`src/rtl/io_stage.sv`:
```
// io_stage: memory-access stage between ex and wb.
// Holds loads until the SRAM answers, aligns load data, drops stale responses.
package ex_stage_params;
  typedef struct packed {
    logic        valid;
    logic [31:0] program_count;
    logic [31:0] alu_result;
    logic [4:0]  write_register;
    logic        register_write;
    logic        result_is_from_memory;
    logic        memory_io_unsigned;
    logic        memory_io_byte;
    logic        memory_io_halfword;
    logic        memory_io_left;
    logic        memory_io_right;
    logic [31:0] multi_use_register_data;
    logic        result_high;
    logic        result_low;
    logic        high_write;
    logic        low_write;
    logic [31:0] high_data;
    logic [31:0] low_data;
    logic        move_from_cp0;
    logic        move_to_cp0;
    logic [7:0]  cp0_address;
    logic        exception_valid;
    logic        eret_flush;
    logic [4:0]  exception_code;
    logic        is_delay_slot;
    logic [31:0] badvaddr;
  } ex_to_io_bus_t;
endpackage

package wb_stage_params;
  typedef struct packed {
    logic exception_valid;
    logic eret_flush;
  } wb_exception_bus_t;
endpackage

package io_stage_params;
  typedef struct packed {
    logic        valid;
    logic [31:0] program_count;
    logic [4:0]  write_register;
    logic        register_write;
    logic [31:0] final_result;
    logic        result_high;
    logic        result_low;
    logic        high_write;
    logic        low_write;
    logic [31:0] high_data;
    logic [31:0] low_data;
    logic        move_from_cp0;
    logic        move_to_cp0;
    logic [7:0]  cp0_address;
    logic [31:0] multi_use_register_data;
    logic        exception_valid;
    logic        eret_flush;
    logic [4:0]  exception_code;
    logic        is_delay_slot;
    logic [31:0] badvaddr;
  } io_to_wb_bus_t;

  typedef struct packed {
    logic        valid;
    logic        data_valid;
    logic [4:0]  write_register;
    logic [31:0] write_data;
  } io_to_id_back_pass_bus_t;
endpackage

module io_stage
  import ex_stage_params::*;
  import wb_stage_params::*;
  import io_stage_params::*;
#(
  parameter int MAX_DISCARD = 3
) (
  input  logic                    clock,
  input  logic                    reset,
  input  logic                    wb_allow_in,
  output logic                    io_allow_in,
  input  ex_to_io_bus_t           ex_to_io_bus,
  input  logic                    ex_memory_request_accepted,
  input  logic                    data_ram_data_ok,
  input  logic [31:0]             data_ram_read_data,
  input  wb_exception_bus_t       wb_exception_bus,
  output logic                    io_have_exception_forwards,
  output io_to_wb_bus_t           io_to_wb_bus,
  output io_to_id_back_pass_bus_t io_to_id_back_pass_bus
);

  typedef enum logic {IO_IDLE, IO_WAIT} state_t;

  state_t        state;
  state_t        state_next;
  logic          io_valid;
  ex_to_io_bus_t from_ex_data;
  logic          needs_response;
  logic [31:0]   response_data;
  logic          buffered;
  logic [1:0]    discard_count;
  logic [2:0]    discard_sum;

  logic flush;
  logic new_request;
  logic capture;
  logic discard_hit;
  logic awaited_hit;
  logic io_ready_go;
  logic io_leave;

  assign flush = wb_exception_bus.exception_valid
              || wb_exception_bus.eret_flush;
  assign new_request = ex_to_io_bus.valid
                    && ex_memory_request_accepted;
  assign capture = io_allow_in && ex_to_io_bus.valid;
  assign discard_hit = data_ram_data_ok
                    && (discard_count != 2'd0);
  assign awaited_hit = (state == IO_WAIT)
                    && data_ram_data_ok
                    && (discard_count == 2'd0);
  assign io_ready_go = !needs_response
                    || buffered
                    || awaited_hit;
  assign io_allow_in = !io_valid
                    || (io_ready_go && wb_allow_in);
  assign io_leave = io_valid && io_ready_go && wb_allow_in;

  always_comb begin
    state_next = state;
    if (flush)
      state_next = IO_IDLE;
    else if (capture)
      state_next = ex_memory_request_accepted ? IO_WAIT : IO_IDLE;
    else if (awaited_hit)
      state_next = IO_IDLE;
  end

  // Responses still owed to flushed loads; a discard may coincide
  // with new debt in the same cycle.
  always_comb begin
    discard_sum = {1'b0, discard_count};
    if (flush && (state == IO_WAIT) && !awaited_hit)
      discard_sum = discard_sum + 3'd1;
    if (flush && new_request)
      discard_sum = discard_sum + 3'd1;
    if (discard_hit)
      discard_sum = discard_sum - 3'd1;
  end

  always_ff @(posedge clock) begin
    if (reset) begin
      state          <= IO_IDLE;
      io_valid       <= 1'b0;
      buffered       <= 1'b0;
      discard_count  <= 2'd0;
      needs_response <= 1'b0;
    end else begin
      assert (discard_sum <= 3'(MAX_DISCARD));
      state         <= state_next;
      discard_count <= discard_sum[1:0];
      if (flush)
        io_valid <= 1'b0;
      else if (io_allow_in)
        io_valid <= ex_to_io_bus.valid;
      if (capture && !flush)
        needs_response <= ex_memory_request_accepted;
      if (flush)
        buffered <= 1'b0;
      else if (awaited_hit && !wb_allow_in)
        buffered <= 1'b1;
      else if (io_leave)
        buffered <= 1'b0;
    end
  end

  always_ff @(posedge clock) begin
    if (capture)
      from_ex_data <= ex_to_io_bus;
    if (awaited_hit && !wb_allow_in)
      response_data <= data_ram_read_data;
  end

  logic [31:0] r;
  logic [31:0] m;
  logic [1:0]  a;
  logic [7:0]  byte_sel;
  logic [15:0] half_sel;
  logic        sign;
  logic [31:0] load_data;
  logic [31:0] final_result;

  always_comb begin
    r = buffered ? response_data : data_ram_read_data;
    m = from_ex_data.multi_use_register_data;
    a = from_ex_data.alu_result[1:0];
    sign = !from_ex_data.memory_io_unsigned;
    unique case (a)
      2'd0: byte_sel = r[7:0];
      2'd1: byte_sel = r[15:8];
      2'd2: byte_sel = r[23:16];
      2'd3: byte_sel = r[31:24];
    endcase
    half_sel = a[1] ? r[31:16] : r[15:0];
    load_data = r;
    unique case (1'b1)
      from_ex_data.memory_io_byte:
        load_data = {{24{sign & byte_sel[7]}}, byte_sel};
      from_ex_data.memory_io_halfword:
        load_data = {{16{sign & half_sel[15]}}, half_sel};
      from_ex_data.memory_io_left:
        unique case (a)
          2'd0: load_data = {r[7:0], m[23:0]};
          2'd1: load_data = {r[15:0], m[15:0]};
          2'd2: load_data = {r[23:0], m[7:0]};
          2'd3: load_data = r;
        endcase
      from_ex_data.memory_io_right:
        unique case (a)
          2'd0: load_data = r;
          2'd1: load_data = {m[31:24], r[31:8]};
          2'd2: load_data = {m[31:16], r[31:16]};
          2'd3: load_data = {m[31:8], r[31:24]};
        endcase
      default: load_data = r;
    endcase
    final_result = from_ex_data.result_is_from_memory
                 ? load_data : from_ex_data.alu_result;
  end

  always_comb begin
    io_to_wb_bus = '0;
    io_to_wb_bus.valid = io_valid && io_ready_go;
    io_to_wb_bus.program_count = from_ex_data.program_count;
    io_to_wb_bus.write_register = from_ex_data.write_register;
    io_to_wb_bus.register_write = from_ex_data.register_write;
    io_to_wb_bus.final_result = final_result;
    io_to_wb_bus.result_high = from_ex_data.result_high;
    io_to_wb_bus.result_low = from_ex_data.result_low;
    io_to_wb_bus.high_write = from_ex_data.high_write;
    io_to_wb_bus.low_write = from_ex_data.low_write;
    io_to_wb_bus.high_data = from_ex_data.high_data;
    io_to_wb_bus.low_data = from_ex_data.low_data;
    io_to_wb_bus.move_from_cp0 = from_ex_data.move_from_cp0;
    io_to_wb_bus.move_to_cp0 = from_ex_data.move_to_cp0;
    io_to_wb_bus.cp0_address = from_ex_data.cp0_address;
    io_to_wb_bus.multi_use_register_data =
      from_ex_data.multi_use_register_data;
    io_to_wb_bus.exception_valid = from_ex_data.exception_valid;
    io_to_wb_bus.eret_flush = from_ex_data.eret_flush;
    io_to_wb_bus.exception_code = from_ex_data.exception_code;
    io_to_wb_bus.is_delay_slot = from_ex_data.is_delay_slot;
    io_to_wb_bus.badvaddr = from_ex_data.badvaddr;
  end

  always_comb begin
    io_to_id_back_pass_bus = '0;
    io_to_id_back_pass_bus.valid = io_valid
      && from_ex_data.register_write;
    io_to_id_back_pass_bus.data_valid = io_to_id_back_pass_bus.valid
      && io_ready_go
      && !from_ex_data.result_high
      && !from_ex_data.result_low
      && !from_ex_data.move_from_cp0;
    io_to_id_back_pass_bus.write_register = from_ex_data.write_register;
    io_to_id_back_pass_bus.write_data = final_result;
  end

  assign io_have_exception_forwards = io_valid
    && (from_ex_data.exception_valid || from_ex_data.eret_flush);

  logic unused;
  assign unused = from_ex_data.valid;

endmodule

```
`config.mk`:
```
export PLATFORM = sky130hd
export DESIGN_NAME = io_stage
export DESIGN_NICKNAME = d
export VERILOG_FILES = /design/src/rtl/io_stage.sv
export SDC_FILE = /design/constraint.sdc
export NUM_CORES = 1
export LEC_CHECK = 0
export BUFFER_PORTS_ARGS = -buffer_cell sky130_fd_sc_hd__buf_2
export CAP_MARGIN = 20
export CORE_AREA = 10 10 198 200
export DETAILED_ROUTE_END_ITERATION = 6
export DIE_AREA = 0 0 208 210
export GPL_TIMING_DRIVEN = 0
export PLACE_DENSITY_LB_ADDON = 0.15
export SLEW_MARGIN = 20
export SYNTH_ARGS = -nofsm -noshare
export SYNTH_HDL_FRONTEND = slang
export SYNTH_SLANG_ARGS = --single-unit
```
`constraint.sdc`:
```
create_clock -name clock -period 24.7 [get_ports clock]
set_input_delay 1.235 -clock clock [delete_from_list [all_inputs] [get_ports clock]]
set_output_delay 1.235 -clock clock [all_outputs]
set_load 0.05 [all_outputs]
```
# ---- Word-level counts from Yosys, hierarchy flattened
# Index checks and enable logic that the tools add are counted.
dict set report classes {
  n_addsub 3
  mux 15
  n_eq_ne 3
  bitwise 2
  n_reduce_logical 39
}
# cell n
set op_table {}
lappend op_table {{32-bit one-hot mux with 4 select lines} 3}
lappend op_table {{32-bit 2-to-1 mux} 2}
lappend op_table {{8-bit one-hot mux with 4 select lines} 1}
lappend op_table {{1-bit logical AND} 19}
lappend op_table {{16-bit 2-to-1 mux} 1}
lappend op_table {{1-bit zero test} 9}
lappend op_table {{2-bit 2-to-1 mux} 3}
lappend op_table {{2-bit nonzero test} 3}
lappend op_table {{1-bit logical OR} 5}
lappend op_table {{1-bit 2-to-1 mux} 5}
lappend op_table {{2-bit by 1-bit adder with 2-bit output, second input constant} 2}
lappend op_table {{2-bit == test, second input constant} 2}
lappend op_table {{2-bit zero test} 2}
lappend op_table {{1-bit AND} 2}
lappend op_table {{2-bit by 1-bit == test with 1-bit output, second input constant} 1}
lappend op_table {{2-bit OR reduction} 1}
lappend op_table {{2-bit by 1-bit subtractor with 2-bit output, second input constant} 1}
dict set report totals {
  wordCells 93
  regBits 264
}

# ---- Longest topological paths before layout
dict set report logic_depth {
  ltp_word 9
  ltp_mapped 9
}

# ---- Worst setup path after synthesis
# OpenSTA, ideal clock, no wires.
dict set report synth_path {
  kind {input -> register}
  from {in data_ram_data_ok}
  to {reg state}
  setup_time_ps 125
  path_stages 5
  slack_ps 11094
  required_time_ps 24575
  n_path_buf 0
  arrival_time_ps 13482
  path_cell_list {and3_1 -> o21ai_0 -> a21oi_1 -> mux2i_1 -> nor4_1}
}
dict set report synth_between {
  elab_chain_len 7
  word_cells_on_any_way 8
}
# item line
set synth_lines {}
lappend synth_lines {{start, declared} 86} ;# input logic data_ram_data_ok,
lappend synth_lines {{1-bit logical AND *} 122} ;# && data_ram_data_ok
lappend synth_lines {{1-bit logical AND *} 123} ;# && (discard_count == 2'd0);
lappend synth_lines {{1-bit logical OR *} 126} ;# || awaited_hit;
lappend synth_lines {{1-bit logical AND *} 128} ;# || (io_ready_go && wb_allow_in);
lappend synth_lines {{1-bit logical OR *} 128}
lappend synth_lines {{1-bit logical AND *} 118} ;# assign capture = io_allow_in && ex_to_io_bus.valid;
lappend synth_lines {{named net capture} 108} ;# logic capture;
lappend synth_lines {{1-bit 2-to-1 mux or 2-bit nonzero test (tied branches)} --}
lappend synth_lines {{end signal, assigned} 162} ;# state <= state_next;
lappend synth_lines {{end, declared} 96} ;# state_t state;
# The timed path passes the listed nets; every way through them passes the cells marked *.
# A chain may end at the register's enable or synchronous reset.

==> run metrics <==
result of the run=complete, no violations; Cells on Worst Hold Path=2; share of the clock period used by the worst path after layout=0.199; vias after detailed routing=9855; initial standard-cell utilization of the core=0.360; GP Congestion=0.953; via count of the first global-routing pass=10200; clock-pin slew on the worst setup and hold paths=60 ps; CTS Hold Bufs=0; iteration count of the initial detailed-routing pass=6; CTS tree=built; number of setup buffers added after CTS=0; CTS H-Tree Depth=1; syn nets=1223; wire length of the first global-routing pass=70700 um; Avg Cell Area, Syn=13.3 um2; number of failing hold endpoints at the final stage=0; layout overhead on the synthesized area=36.6%; Clock Sinks=264; final routed wire length divided by cell count=25.1 um; dominant cell type by area after synthesis=sky130_fd_sc_hd__edfxtp_1; HPWL Detailed=41800 um; data arrival time of the critical path=3680 ps; DRC violation count after routing=0; number of CTS-inserted buffers=31; final-stage net count=1794; pin count of the biggest net entering global routing=25; Distinct cells, synth=56; setup TNS=0 ps; data required time of the critical path=23470 ps; initial antenna violation count=22; Final Instance Area=17300 um2; post_cts resized=0; Post-Route Hold Slack=502 ps; Clk Tree Root Cell=sky130_fd_sc_hd__clkbuf_16; kind of end point of the critical path=output pin; Die X=208 um; post-layout utilization of the core=0.492; Die Height=210 um; final number of setup-violating endpoints=0; leakage power summed over all cells=7.37 nW; highest fanout seen on the critical path=10; startpoint of the worst hold path=needs_response; port buffer count=525; Setup crit start kind=flop; Netlist Area Pre-Place=12700 um2; area share of the largest cell type after synthesis=0.610; Post-Route M1 WL=17800 um; Max Used Layer=met5; register area share after synthesis=0.620; Worst R2R End=m[13]; # rows=69; cell area after placement=16300 um2; final count of pins violating max slew=0; Worst Clk Skew=11.6 ps; WHS Endpoint=needs_response; GRT overflow=0; max-cap violations=0; most used flip-flop cell after synthesis=sky130_fd_sc_hd__edfxtp_1; Final Power=1.28 mW; RSZ-0062 raised after global routing=no; main area contributors after synthesis=sky130_fd_sc_hd__edfxtp_1, sky130_fd_sc_hd__buf_4, sky130_fd_sc_hd__mux2i_1; register-to-register setup slack=21740 ps; Ys Warns=0; latest clock arrival within the worst-skew pair=590 ps; share of final-layout standard cells stronger than drive strength 1=0.562; number of instances in the synthesized netlist=956; core area=35200 um2; Max-slew headroom=0.386; most repeated cell in the gate-level netlist after synthesis=sky130_fd_sc_hd__edfxtp_1; maximum vdd ir drop=0.0561 mV; reg2reg path depth=10; Detail Route met2 WL=26500 um; transition time at the pin with the least slew margin=922 ps; Pwr per Cell Area=73.7 nW/um2; count of state elements after synthesis=264; Worst Path Class, Setup=flop to output pin; Worst Hold Class=flop to flop; proportion of synthesized flip-flops having asynchronous set or reset=0; routed length on met3=5000 um; count of antenna-violating nets left after detailed routing=0; die area=43700 um2; number of design-rule violations left by the first detailed-router iteration=787; Routed Wire Length=50600 um; Peak Freq=204 MHz; global-route total usage across every layer=0.217; top post-synthesis cells by count=sky130_fd_sc_hd__edfxtp_1, sky130_fd_sc_hd__buf_4, sky130_fd_sc_hd__mux2i_1; RR Startpoint=discard_count[0]; shortest period the worst path allows=4910 ps; number of top-level pins=528; EDFF count, synth=258; Vias per Instance=4.89; clk buf depth=3
layout make-up:
class	instances	area, um2
Timing Repair Buffer	538	2990
Clock buffer	41	853
Inverter	8	30.0
Sequential cell	264	7870
Multi-Input combinational cell	413	2880
Buffer	271	1930
Fill cell	3204	17900
Antenna cell	7	17.5
Clock inverter	14	189
Tap cell	461	577
sequential cells by signal (all words and copies together), names as in the netlist:
register	count
io_to_wb_bus	151
from_ex_data	36
io_valid	1
needs_response	1
m	32
state	1
io_to_id_back_pass_bus	5
a	2
discard_count	2
response_data	32
buffered	1
worst max-delay path by stage:
stage	from	to	slack, ps
after detailed placement	data_ram_read_data[23]	io_to_wb_bus[163]	20190
after CTS	buffered	io_to_wb_bus[153]	19880
after floorplan	data_ram_data_ok	state	11090
final	buffered	io_to_wb_bus[153]	19790
after global routing	a[1]	io_to_wb_bus[176]	19760
after global placement	data_ram_data_ok	state	5610
critical path, cell delays in order, from the launching register on:
cell and delay [ps]:
sky130_fd_sc_hd__dfxtp_1 320, sky130_fd_sc_hd__buf_6 150, sky130_fd_sc_hd__buf_2 240, sky130_fd_sc_hd__buf_2 390, sky130_fd_sc_hd__mux2i_1 630, sky130_fd_sc_hd__o21ai_0 190
sky130_fd_sc_hd__a221oi_1 530, sky130_fd_sc_hd__a21oi_1 240, sky130_fd_sc_hd__buf_4 180, sky130_fd_sc_hd__buf_2 200
report_power, final:
part,total [mW],switching (mW),internal (mW)
clock,0.468,0.184,0.283
sequential,0.529,0.00986,0.519
combinational,0.282,0.191,0.0907
logic make-up after synthesis:
| kind of cell | count (synthesis) | share of synthesized area |
|---|---|---|
| fa+ha+maj | 1 | 0.000986 |
| mux | 79 | 0.0681 |
| flops | 264 | 0.620 |
| buf+inv | 279 | 0.154 |
| simple gates | 125 | 0.0462 |
| compound gates | 206 | 0.109 |
| xor+xnor | 2 | 0.00138 |
routing by layer:
| layer | global-route usage | vias to the layer above |
|---|---|---|
| li1 | - | 4520 |
| met1 | 0.233 | 4708 |
| met2 | 0.396 | 504 |
| met3 | 0.0832 | 93 |
| met4 | 0.0520 | 30 |
| met5 | 0 | - |
cell usage in the layout (no fill, tap or decap), types with 4 or more instances in the layout:
cell and instances:
sky130_fd_sc_hd__a22oi_1 12, sky130_fd_sc_hd__o31a_1 5, sky130_fd_sc_hd__a211oi_1 4, sky130_fd_sc_hd__edfxtp_1 258, sky130_fd_sc_hd__clkbuf_1 25, sky130_fd_sc_hd__o21ai_0 49
sky130_fd_sc_hd__a221oi_1 21, sky130_fd_sc_hd__nor2b_1 14, sky130_fd_sc_hd__bufinv_16 4, sky130_fd_sc_hd__a21oi_2 8, sky130_fd_sc_hd__mux4_2 4, sky130_fd_sc_hd__nor2_1 39
sky130_fd_sc_hd__buf_2 543, sky130_fd_sc_hd__nand2_1 28, sky130_fd_sc_hd__a21oi_1 35, sky130_fd_sc_hd__and2_1 5, sky130_fd_sc_hd__clkbuf_16 31, sky130_fd_sc_hd__nand3_1 21
sky130_fd_sc_hd__clkbuf_8 4, sky130_fd_sc_hd__nor3_1 5, sky130_fd_sc_hd__mux2i_1 59, sky130_fd_sc_hd__buf_4 229, sky130_fd_sc_hd__o211ai_1 13, sky130_fd_sc_hd__a31oi_1 19
sky130_fd_sc_hd__a31o_2 4, sky130_fd_sc_hd__mux2_2 13, sky130_fd_sc_hd__o22a_1 4, sky130_fd_sc_hd__buf_16 13, sky130_fd_sc_hd__diode_2 7, sky130_fd_sc_hd__inv_1 8
sky130_fd_sc_hd__clkinv_1 4, sky130_fd_sc_hd__a22o_1 6, sky130_fd_sc_hd__dfxtp_1 6, sky130_fd_sc_hd__o22ai_1 13
stage by stage:
stage,cells,setup WS [ps]
3_5_place_dp,1955,20190
6_report,2017,19790
5_1_grt,2012,19760
2_1_floorplan,956,11090
3_3_place_gp,1942,5610
4_1_cts,2010,19880
Power figures use the tool's default switching activity.
